--- config.mk ---
export PLATFORM = sky130hd
export DESIGN_NAME = branch_update_ctrl
export DESIGN_NICKNAME = d
export VERILOG_FILES = /design/src/rtl/branch_update_ctrl.sv
export SDC_FILE = /design/constraint.sdc
export NUM_CORES = 1
export LEC_CHECK = 0
export ABC_AREA = 1
export ABC_CLOCK_PERIOD_IN_PS = 9950
export CAP_MARGIN = 20
export CORE_MARGIN = 3
export CORE_UTILIZATION = 60
export CTS_BUF_LIST = sky130_fd_sc_hd__clkbuf_8
export CTS_CLUSTER_DIAMETER = 80
export DETAILED_ROUTE_END_ITERATION = 8
export GPL_TIMING_DRIVEN = 0
export HOLD_SLACK_MARGIN = 0.05
export MAX_ROUTING_LAYER = met4
export PLACE_DENSITY = 0.86
export SKIP_CTS_REPAIR_TIMING = 1
export SLEW_MARGIN = 40
export SYNTH_ARGS = -nofsm -noshare
export SYNTH_HDL_FRONTEND = slang
export SYNTH_SLANG_ARGS = --single-unit
--- constraint.sdc ---
create_clock -name clk -period 9.95 [get_ports clk]
set_input_delay 0.995 -clock clk [delete_from_list [all_inputs] [get_ports clk]]
set_output_delay 0.995 -clock clk [all_outputs]
set_load 0.02 [all_outputs]
--- src/rtl/branch_update_ctrl.sv ---
// Resolved-branch update controller: queues resolved branches from execute,
// drains them into the branch table and flags mispredicts with a fetch redirect.
module branch_update_ctrl #(
  parameter int DEPTH = 4
) (
  input  logic        clk,
  input  logic        rst_n,
  input  logic        ex_valid,
  output logic        ex_ready,
  input  logic [31:0] ex_pc,
  input  logic        ex_taken,
  input  logic [31:0] ex_target,
  input  logic        ex_hit,
  input  logic        ex_pred,
  input  logic        hold,
  output logic        write_rt,
  output logic        write_rp,
  output logic [31:0] instruction_update,
  output logic [31:0] b_dest_in,
  output logic        result_alu,
  output logic        redirect,
  output logic [31:0] redirect_pc,
  output logic [15:0] mispredict_cnt
);

  localparam int PW = (DEPTH > 1) ? $clog2(DEPTH) : 1;
  localparam int CW = PW + 1;

  typedef enum logic [1:0] {
    ST_IDLE  = 2'd0,
    ST_WRITE = 2'd1,
    ST_HOLD  = 2'd2
  } state_t;

  state_t          state_q, state_d;
  logic [CW-1:0]   count_q, count_d;
  logic [PW-1:0]   wr_ptr_q, wr_ptr_d;
  logic [PW-1:0]   rd_ptr_q, rd_ptr_d;
  logic            redirect_q, redirect_d;
  logic [31:0]     redirect_pc_q, redirect_pc_d;
  logic [15:0]     mis_cnt_q, mis_cnt_d;

  logic [31:0]     pc_mem_q     [DEPTH];
  logic [31:0]     target_mem_q [DEPTH];
  logic            taken_mem_q  [DEPTH];
  logic            hit_mem_q    [DEPTH];

  logic            accept_s;
  logic            pop_s;
  logic            eff_pred_s;
  logic            mispredict_s;

  // ready comes from registered occupancy only, so a pop never opens a slot in the same cycle
  assign ex_ready     = (count_q < CW'(DEPTH));
  assign accept_s     = ex_valid && ex_ready;
  assign pop_s        = (state_q == ST_WRITE) && (count_q != {CW{1'b0}});
  assign eff_pred_s   = ex_hit ? ex_pred : 1'b0;
  assign mispredict_s = accept_s && (eff_pred_s != ex_taken);

  // Queue bookkeeping and mispredict tracking next-state logic
  always_comb begin
    count_d       = count_q;
    wr_ptr_d      = wr_ptr_q;
    rd_ptr_d      = rd_ptr_q;
    redirect_d    = mispredict_s;
    redirect_pc_d = redirect_pc_q;
    mis_cnt_d     = mis_cnt_q;
    case ({accept_s, pop_s})
      2'b10:   count_d = count_q + CW'(1);
      2'b01:   count_d = count_q - CW'(1);
      default: count_d = count_q;
    endcase
    if (accept_s) begin
      wr_ptr_d = wr_ptr_q + PW'(1);
    end else begin
      wr_ptr_d = wr_ptr_q;
    end
    if (pop_s) begin
      rd_ptr_d = rd_ptr_q + PW'(1);
    end else begin
      rd_ptr_d = rd_ptr_q;
    end
    if (mispredict_s) begin
      redirect_pc_d = ex_taken ? ex_target : (ex_pc + 32'd4);
      mis_cnt_d     = (mis_cnt_q == 16'hFFFF) ? mis_cnt_q : (mis_cnt_q + 16'd1);
    end else begin
      redirect_pc_d = redirect_pc_q;
      mis_cnt_d     = mis_cnt_q;
    end
  end

  // Drain FSM next-state
  always_comb begin
    state_d = state_q;
    case (state_q)
      ST_IDLE: begin
        if (hold) begin
          state_d = ST_HOLD;
        end else if (count_q != {CW{1'b0}}) begin
          state_d = ST_WRITE;
        end else begin
          state_d = ST_IDLE;
        end
      end
      ST_WRITE: begin
        if (hold) begin
          state_d = ST_HOLD;
        end else if (count_d != {CW{1'b0}}) begin
          state_d = ST_WRITE;
        end else begin
          state_d = ST_IDLE;
        end
      end
      ST_HOLD: begin
        if (hold) begin
          state_d = ST_HOLD;
        end else begin
          state_d = ST_IDLE;
        end
      end
      default: state_d = ST_IDLE;
    endcase
  end

  // Table strobes: hit refreshes prediction only, taken miss allocates, untaken miss is dropped
  always_comb begin
    write_rt = 1'b0;
    write_rp = 1'b0;
    if (pop_s) begin
      if (hit_mem_q[rd_ptr_q]) begin
        write_rp = 1'b1;
      end else if (taken_mem_q[rd_ptr_q]) begin
        write_rt = 1'b1;
        write_rp = 1'b1;
      end else begin
        write_rt = 1'b0;
        write_rp = 1'b0;
      end
    end else begin
      write_rt = 1'b0;
      write_rp = 1'b0;
    end
  end

  assign instruction_update = pc_mem_q[rd_ptr_q];
  assign b_dest_in          = target_mem_q[rd_ptr_q];
  assign result_alu         = taken_mem_q[rd_ptr_q];
  assign redirect           = redirect_q;
  assign redirect_pc        = redirect_pc_q;
  assign mispredict_cnt     = mis_cnt_q;

  // Control state registers
  always_ff @(posedge clk or negedge rst_n) begin
    if (!rst_n) begin
      state_q       <= ST_IDLE;
      count_q       <= {CW{1'b0}};
      wr_ptr_q      <= {PW{1'b0}};
      rd_ptr_q      <= {PW{1'b0}};
      redirect_q    <= 1'b0;
      redirect_pc_q <= 32'd0;
      mis_cnt_q     <= 16'd0;
    end else begin
      state_q       <= state_d;
      count_q       <= count_d;
      wr_ptr_q      <= wr_ptr_d;
      rd_ptr_q      <= rd_ptr_d;
      redirect_q    <= redirect_d;
      redirect_pc_q <= redirect_pc_d;
      mis_cnt_q     <= mis_cnt_d;
    end
  end

  // Entry storage; contents are meaningless until counted, so no reset is needed
  always_ff @(posedge clk) begin
    if (accept_s) begin
      pc_mem_q[wr_ptr_q]     <= ex_pc;
      target_mem_q[wr_ptr_q] <= ex_target;
      taken_mem_q[wr_ptr_q]  <= ex_taken;
      hit_mem_q[wr_ptr_q]    <= ex_hit;
    end
  end

endmodule

==> metrics.md <==
| Metric | Value |
|---|---|
| CTS max path bufs | `3` |
| Minimum clock period | `4.17 ns` |
| Worst setup SP type | `flip-flop` |
| Nets | `1555` |
| Top-level port count | `188` |
| CP arrival | `3.17 ns` |
| Die Y | `157 um` |
| Routed wire length | `around 40000 um` |
| Wire length per cell | `22.2 um` |
| Port Buf Inserts | `roughly 190` |
| Final-report hold violation count | `0` |
| Part of the cycle the worst path needs | `0.419` |
| Worst EP required | `8.96 ns` |
| Initial Utilization | `0.618` |
| Reg2reg start | `count_q[0]` |
| # DRC | `0` |
| Diodes inserted | `0` |
| Crit. End Element | `primary output` |
| Num CTS Buffers | `49` |
| Comb power frac | `0.422` |
| Setup TNS | `0 ns` |
| Core Rows | `54` |
| Clk Latency, worst-skew pair | `0.56 ns` |
| Net Count, Synth | `1300` |
| Number of global-route vias before repair | `11025` |
| Hold Path Class | `in -> async` |
| Filler instances | `1327` |
| Area of the die | `between 0.02 and 0.025 sq mm` |
| Max Cap Viol | `0` |
| Relative slew slack | `0.565` |
| Sw Ratio | `0.383` |
| Pint | `0.00309 W` |
| Most frequent cells in the layout | `edfxtp_1 (264), nor2_1 (230), nand2_1 (198), clkdlybuf4s50_1 (186), o21ai_0 (157)` |
| DR iter-0 viols | `1318` |
| Pleak | `roughly 6.3 nW` |
| CTS tree | `yes` |
| Post-synth top flop | `edfxtp_1` |
| Routed Antenna Nets | `0` |
| Synth Instances | `~1200` |
| Commonest non-fill, non-tap cell in the layout | `edfxtp_1` |
| Worst R2R End | `state_q[0]` |
| Clock Skews | `0.0208 ns` |
| Syn_area_per_cell | `about 11 sq um` |
| Initial antenna violation count | `0` |
| Net Sw Power | `0.00192 W` |
| DR vias/cell | `6.13` |
| Core Region | `0.0220 sq mm` |
| Clock power frac | `0.215` |
| Via count | `10990` |
| FF-to-FF path depth | `11` |
| Worst VDD drop | `0.211 mV` |
| Power Dens Cells | `291 mW/mm^2` |
| Crit Path Category | `reg -> out` |
| Hold WS | `0.356 ns` |
| Layout cells sized above 1 | `0.0886` |
| RSZ-0062 raised after global routing | `no` |
| Distinct cells, synth | `41` |
| Async SR Flop Fraction | `0.180` |
| Status | `finished clean` |
| Seq/Total Area, Yosys | `0.689` |
| Drt pass-1 iters | `5` |
| Routability cong. | `0.949` |
| Power share of the sequential group | `0.364` |
| Worst-path clk slew | `0.07 ns` |
| Chip width | `157 um` |
| Root buffer cell | `clkbuf_8` |
| Final count of pins violating max slew | `0` |
| Gr usage total | `0.336` |
| First-pass GRT wire length | `60600 um` |
| # H-tree levels | `2` |
| HPWL after DPL | `26900 um` |
| EDFF count, synth | `264` |
| Flop-to-flop setup slack | `7.25 ns` |
| Max Fanout on Critical Path | `10` |
| Final setup violation count | `0` |
| Mapped Area | `~0.014 sq mm` |
| Seq cells post-synth | `around 320` |
| Slew @ Worst Pin | `0.652 ns` |
| Fmax | `240 MHz` |
| TritonCTS Sinks | `322` |
| GRT overflow | `0` |
| Largest net degree at the start of global routing | `33` |
| Ys Warns | `0` |
| Syn-to-layout area delta | `26.7%` |
## cell type report
type                    count  area [sq um]  share of cell area
plain buffers              59           278              0.0161
repair buffers            204          2290               0.133
multi-input cells         787          3780               0.219
clock inverters            31           178              0.0103
well taps                 280           350              0.0203
flip-flops and latches    322          9380               0.544
clock buffers              57           785              0.0455
inverters                  53           200              0.0116
## sequential cells by signal, summed over array words and instances (netlist names)
name,count
rd_ptr_q,2
count_q,3
pc_mem_q,128
taken_mem_q,4
state_q,2
mispredict_cnt,16
redirect_pc,32
wr_ptr_q,2
hit_mem_q,4
target_mem_q,128
redirect,1
## worst max-delay path: stages (launching register included)
cell and delay, ns:
dfrtp_1 0.38, buf_2 0.22, inv_1 0.38, buf_4 0.31, buf_2 0.30, nor2_1 0.08, o22ai_1 0.27, clkdlybuf4s50_1 0.66
## stage by stage
stage	util	instance area (sq um)	instances	power, W	setup slack (ns)
after CTS	0.783	17200	1793	0.00500	5.85
final	0.783	17200	1793	0.00501	5.78
after floorplan	-	13600	1221	0.00288	5.62
after global routing	0.783	17200	1793	0.00522	5.74
after detailed placement	0.739	16300	1705	0.00392	6.46
after global placement	0.719	15800	1688	0.00380	3.21
## kinds of logic (layout without fill, tap and decap cells)
logic type / after synthesis / count (layout) / share of synthesized area
adders and majority gates: 8 / 8 / 0.00791
DFF: 322 / 322 / 0.689
buffers and inverters: 112 / 404 / 0.0351
xor gates and xnor gates: 21 / 21 / 0.0135
AOI/OAI and AO/OA: 253 / 253 / 0.103
and+or+nand+nor: 505 / 505 / 0.152
## Yosys cell counts (2+ instances only)
| cell type | number | share of area |
|---|---|---|
| nor2_4 | 3 | 0.0025 |
| nor2_2 | 6 | 0.0028 |
| buf_6 | 3 | 0.0025 |
| nand2_1 | 198 | 0.055 |
| nand2_2 | 4 | 0.0018 |
| inv_1 | 51 | 0.014 |
| o21ai_2 | 3 | 0.0019 |
| edfxtp_1 | 264 | 0.58 |
| a21oi_1 | 10 | 0.0037 |
| nor3_1 | 6 | 0.0022 |
| o31ai_1 | 3 | 0.0017 |
| dfrtp_1 | 58 | 0.11 |
| nand4_1 | 5 | 0.0023 |
| nor2_1 | 234 | 0.065 |
| a2bb2oi_1 | 3 | 0.0019 |
| o21ai_0 | 157 | 0.058 |
| o22ai_1 | 66 | 0.030 |
| clkbuf_1 | 32 | 0.0088 |
| o21ai_1 | 7 | 0.0026 |
| xnor2_1 | 10 | 0.0064 |
| buf_2 | 21 | 0.0077 |
| nand3_1 | 41 | 0.015 |
| buf_4 | 2 | 0.0011 |
| xor2_1 | 11 | 0.0071 |
| ha_1 | 7 | 0.0064 |
## per-layer routing
layer | share of wire | up-vias | global-route usage
li1 | - | 4777 | -
met1 | 0.37 | 5240 | 0.443
met2 | 0.48 | 824 | 0.523
met3 | 0.12 | 149 | 0.0625
met4 | 0.041 | 0 | 0.136
met5 | 0 | - | -
## power groups by stage
stage	Clock, W	Sequential, W	Combinational [W]
after global routing	0.00114	0.00184	0.00225
after global placement	0	0.00186	0.00195
after floorplan	0	0.00190	0.000981
after detailed placement	0	0.00184	0.00208
final	0.00108	0.00182	0.00211
after CTS	0.00108	0.00182	0.00210
## how the worst max path moves through the flow
stage | start | end | slack [ns] | depth (start not counted)
detailed placement | rd_ptr_q[0] | b_dest_in[14] | 6.46 | 7
CTS | rd_ptr_q[0] | b_dest_in[14] | 5.85 | 7
global placement | ex_valid | pc_mem_q[0][3] | 3.21 | 3
floorplan | ex_valid | hit_mem_q[0] | 5.62 | 2
finish | rd_ptr_q[0] | b_dest_in[1] | 5.78 | 7
global route | rd_ptr_q[0] | b_dest_in[5] | 5.74 | 6
No activity file was read; power rests on OpenSTA's default activity.
